$ cat src/rtl/aes_round_ctrl.sv
// aes_round_ctrl: sequencer for the AES-128 encryption core.
// The block accepts one block request at a time. It runs key expansion when
// the stored keys are stale or a new key is requested. It then steps the
// round-key mux select through rounds 0..NR and holds the ciphertext under a
// valid/ready handshake.
//
// Ports:
//   clk, rst_n              clock, asynchronous active-low reset
//   start_valid/start_ready block request handshake (ready only in IDLE)
//   key_new                 forces key expansion, sampled on start transfer
//   abort                   synchronous abort to IDLE from any state
//   keyx_en, keyx_idx       key-expansion write strobe and round key index
//   round_sel               round-key mux select (owned by this block)
//   state_load, round_en    state register load strobes
//   final_round             round datapath skips MixColumns
//   out_valid/out_ready     ciphertext handshake
//   busy, key_valid         status
// All outputs decode from registered state only (Moore).
module aes_round_ctrl #(
  parameter int unsigned NR = 10
) (
  input  logic       clk,
  input  logic       rst_n,
  input  logic       start_valid,
  output logic       start_ready,
  input  logic       key_new,
  input  logic       abort,
  output logic       keyx_en,
  output logic [3:0] keyx_idx,
  output logic [3:0] round_sel,
  output logic       state_load,
  output logic       round_en,
  output logic       final_round,
  output logic       out_valid,
  input  logic       out_ready,
  output logic       busy,
  output logic       key_valid
);

  localparam logic [3:0] NR_L = 4'(NR);

  typedef enum logic [2:0] {
    IDLE,
    KEYGEN,
    LOAD,
    ROUND,
    DONE
  } state_e;

  state_e     state_q, state_d;
  logic [3:0] kcnt_q, kcnt_d;
  logic [3:0] rcnt_q, rcnt_d;
  logic       key_ok_q, key_ok_d;

  always_ff @(posedge clk or negedge rst_n) begin
    if (!rst_n) begin
      state_q  <= IDLE;
      kcnt_q   <= '0;
      rcnt_q   <= '0;
      key_ok_q <= 1'b0;
    end else begin
      state_q  <= state_d;
      kcnt_q   <= kcnt_d;
      rcnt_q   <= rcnt_d;
      key_ok_q <= key_ok_d;
    end
  end

  always_comb begin
    state_d  = state_q;
    kcnt_d   = kcnt_q;
    rcnt_d   = rcnt_q;
    key_ok_d = key_ok_q;
    unique case (state_q)
      IDLE: begin
        if (start_valid) begin
          if (key_new || !key_ok_q) begin
            state_d  = KEYGEN;
            kcnt_d   = 4'd1;
            key_ok_d = 1'b0;
          end else begin
            state_d = LOAD;
          end
        end
      end
      KEYGEN: begin
        if (kcnt_q == NR_L) begin
          state_d  = LOAD;
          kcnt_d   = '0;
          key_ok_d = 1'b1;
        end else begin
          kcnt_d = kcnt_q + 4'd1;
        end
      end
      LOAD: begin
        state_d = ROUND;
        rcnt_d  = 4'd1;
      end
      ROUND: begin
        if (rcnt_q == NR_L) begin
          state_d = DONE;
          rcnt_d  = '0;
        end else begin
          rcnt_d = rcnt_q + 4'd1;
        end
      end
      DONE: begin
        if (out_ready) state_d = IDLE;
      end
      default: state_d = IDLE;
    endcase
    // Abort overrides everything above, including a start transfer in IDLE.
    // Only a KEYGEN abort invalidates the keys; partial keys are never usable.
    if (abort) begin
      state_d = IDLE;
      kcnt_d  = '0;
      rcnt_d  = '0;
      if (state_q == KEYGEN) key_ok_d = 1'b0;
    end
  end

  always_comb begin
    start_ready = 1'b0;
    busy        = 1'b1;
    keyx_en     = 1'b0;
    keyx_idx    = '0;
    round_sel   = '0;
    state_load  = 1'b0;
    round_en    = 1'b0;
    final_round = 1'b0;
    out_valid   = 1'b0;
    key_valid   = key_ok_q;
    unique case (state_q)
      IDLE: begin
        start_ready = 1'b1;
        busy        = 1'b0;
      end
      KEYGEN: begin
        keyx_en   = 1'b1;
        keyx_idx  = kcnt_q;
        // Expansion unit reads the previous round key through the mux.
        round_sel = kcnt_q - 4'd1;
      end
      LOAD: state_load = 1'b1;
      ROUND: begin
        round_en    = 1'b1;
        round_sel   = rcnt_q;
        final_round = (rcnt_q == NR_L);
      end
      DONE: out_valid = 1'b1;
      default: ;
    endcase
  end

endmodule

$ cat config.mk
export PLATFORM = sky130hd
export DESIGN_NAME = aes_round_ctrl
export DESIGN_NICKNAME = d
export VERILOG_FILES = /design/src/rtl/aes_round_ctrl.sv
export SDC_FILE = /design/constraint.sdc
export NUM_CORES = 1
export LEC_CHECK = 0
export ABC_AREA = 1
export CORE_MARGIN = 1.5
export CORE_UTILIZATION = 52
export CTS_BUF_LIST = sky130_fd_sc_hd__clkbuf_16
export CTS_CLUSTER_DIAMETER = 80
export CTS_CLUSTER_SIZE = 12
export DETAILED_ROUTE_END_ITERATION = 6
export GPL_TIMING_DRIVEN = 0
export PLACE_DENSITY = 0.81
export SLEW_MARGIN = 10
export SYNTH_ARGS = -nofsm -noshare
export SYNTH_HDL_FRONTEND = slang
export SYNTH_SLANG_ARGS = --single-unit
export TNS_END_PERCENT = 1
$ cat constraint.sdc
create_clock -name clk -period 2.85 [get_ports clk]
set_input_delay 0.57 -clock clk [delete_from_list [all_inputs] [get_ports clk]]
set_output_delay 0.57 -clock clk [all_outputs]
set_load 0.005 [all_outputs]
==> results.md <==
* Outcome: finished clean
* Post-synthesis sequential element count at 12
* Commonest non-fill, non-tap cells in the layout: nand2_1, nor2_1, inv_1, clkdlybuf4s50_1, dfrtp_1
* Synth Area in XOR/XNOR at 0.0185
* Worst rel slew slack at 0.611
* Layout cells sized above 1 at 0.102
* CP Capture Type: primary output
* Postcts setup bufs at 0
* Initial Util at 0.549
* Final setup fails at 0
* Area of the multi-input gates at 542 µm²
* Final Util at 0.733
* Setup TNS at 0 ns
* Tcrit/Tclk final at 0.858
* Gr usage total at 0.250
* Remaining DRCs at 0
* Ranking of synthesized cells by area: dfrtp_1, nand2_1, nor2_1
* Synth Instances at 142
* Layout Nets at 180
* Post-DP HPWL at 1.70 mm
* Place WS at 0.664 ns
* Core ar. at 1730 µm²
* Sink Count at 12
* Layout Skew at 0.00264 ns
* Ys Warns at 0
* Die outline width at 45.7 µm
* Clock root buffer: clkbuf_16
* Leakage at 0.634 nW
* Num ports at 22
* Async SR Flop Fraction at 1.00
* Layout fillers at 145
* Critical Path Fanout Max at 7
* Placer congestion estimate at 0.849
* Largest family of logic cells by synthesized area: simple AND/OR/NAND/NOR gates
* Die footprint at 2090 µm²
* Syn avg cell area at 6.68 µm²
* Mapped Nets at 154
* # hold bufs at CTS at 0
* Met2 Wirelength at 1.18 mm
* Peak Freq at 409 MHz
* Unrepaired setup endpoints after global routing: false
* Commonest non-fill, non-tap cell in the layout: nand2_1
* CP Class: flop to primary output
* Synth Flop Type: dfrtp_1
* Post-synthesis compound-gate area fraction at 0.0818
* Final hold vios at 0
* TritonCTS clock tree: done
* Tmin final at 2.44 ns
* Met3 wire length at 77 µm
* Reg2reg start: kcnt_q[0]$_DFFE_PN0P_
* R2R Setup Slk at 1.13 ns
* Crit path setup slack, layout at 0.405 ns
* Crit path DAT at 1.87 ns
* R2R cell count at 7
* Clock Pin Slew Worst Setup and Hold Paths at 0.04 ns
* Vias in the first global route at 881
* Worst-margin pin slew at 0.582 ns
* Slew Limit Fails at 0
* Layout area overhead at 33.4%
* Hold path endpoint: kcnt_q[3]$_DFFE_PN0P_
* Startpoint types: flop
* WP data required at 2.28 ns
* ANT nets after route at 0
* Vias at 990
* Hold Crit Depth at 2
* Grt ovf at 0
* Power Dens Cells at 880 nW/µm²
* Rows at 15
* Cell Area, Synth at 948 µm²
* M1 wire length at 999 µm
* Port Buffer Count at 21
* Height of the die at 45.7 µm
* Storage element area at 300 µm²
* Post-synthesis mux area share at 0
* Min-Delay Path Class: flop to flop
* Cell taking the most area after synthesis: dfrtp_1
* Clk buf depth at 2
* Synth Area in Adders at 0.0792
* Reg-to-reg endpoint: state_q[0]$_DFFE_PN0P_
* Register area share after synthesis at 0.317
* Resize count post-CTS at 0
* Worst Hold Launch: kcnt_q[3]$_DFFE_PN0P_
* Max-cap violations at 0
* First-pass GRT wire length at 3.76 mm
* Initial antenna violation count at 0
* Largest net degree at the start of global routing at 13
* Peak VDD IR at 0.524 mV
* H-tree depth at 1
* Post-synth EDFFs at 0
* Tot Pwr at 1.11 mW
* WL final at 2.29 mm
* Worst-Skew Late Latency at 0.24 ns
* Simple-Gate Fraction of Synth Area at 0.392
* Uppermost layer routed: met4
* WL/cell at 12.0 µm
* Num CTS Buffers at 3
* Post-synth top area share at 0.317
* DR iter-0 viols at 18
* Drt via density at 5.18
* Diodes inserted at 0
* DR pass1 iterations at 4
* Cell variety after synth at 24
-- worst max-delay path by stage --
stage	start	end	slack, ns	cells past startpoint
6_report	kcnt_q[0]$_DFFE_PN0P_	round_sel[1]	0.41	4
5_1_grt	kcnt_q[0]$_DFFE_PN0P_	round_sel[1]	0.32	4
2_1_floorplan	state_q[2]$_DFFE_PN0P_	round_sel[3]	1.28	6
4_1_cts	kcnt_q[0]$_DFFE_PN0P_	round_sel[1]	0.40	4
3_3_place_gp	kcnt_q[0]$_DFFE_PN0P_	round_sel[1]	0.67	4
3_5_place_dp	kcnt_q[0]$_DFFE_PN0P_	round_sel[1]	0.66	4
-- registers in the layout, indices dropped and copies added (netlist names) --
signal     cells
state_q        3
key_valid      1
kcnt_q         4
rcnt_q         4
-- logic make-up (layout without fill, tap and decap cells) --
group | count (synthesis) | count (layout)
buf+inv | 26 | 50
xor+xnor | 2 | 2
compound gates | 15 | 15
fa+ha+maj | 6 | 6
simple gates | 81 | 81
flops | 12 | 12
-- layout make-up --
cell class / instances / share of cell area
well taps: 25 / 0.0247
plain buffers: 2 / 0.0129
clock buffers: 3 / 0.0593
repair buffers: 21 / 0.166
flip-flops and latches: 12 / 0.237
multi-input cells: 104 / 0.428
inverters: 24 / 0.0712
-- where the power goes --
| group | internal [mW] | switching (mW) | total (mW) |
|---|---|---|---|
| registers | 0.207 | 0.0644 | 0.271 |
| logic | 0.278 | 0.309 | 0.588 |
| clock network | 0.183 | 0.0715 | 0.254 |
| total | 0.667 | 0.445 | 1.11 |
-- synthesized netlist by cell type (all sizes together) (2+ instances only) --
master   n
o22ai    2
nor2    28
nor3     2
nand2   34
inv     23
a21oi    4
o21ai    9
ha       6
dfrtp   12
nand4    3
nand3   13
buf      2
-- critical path, stage by stage, from the launching register on --
cell and delay, ns:
dfrtp_1 0.47, inv_1 0.15, ha_1 0.31, o22ai_1 0.18, clkdlybuf4s50_1 0.52
-- routing by layer --
metal,track usage,up-vias
li1,-,499
met4,0.0971,0
met1,0.307,462
met3,0.0476,5
met2,0.428,24
met5,0,-
-- stage by stage --
stage	hold slack, ns	cell area [µm²]	cells
2_1_floorplan	0.274	948	142
3_3_place_gp	0.550	1190	188
3_5_place_dp	0.555	1190	188
4_1_cts	0.565	1260	191
5_1_grt	0.595	1260	191
6_report	0.566	1260	191
No activity file was read; power rests on OpenSTA's default activity.
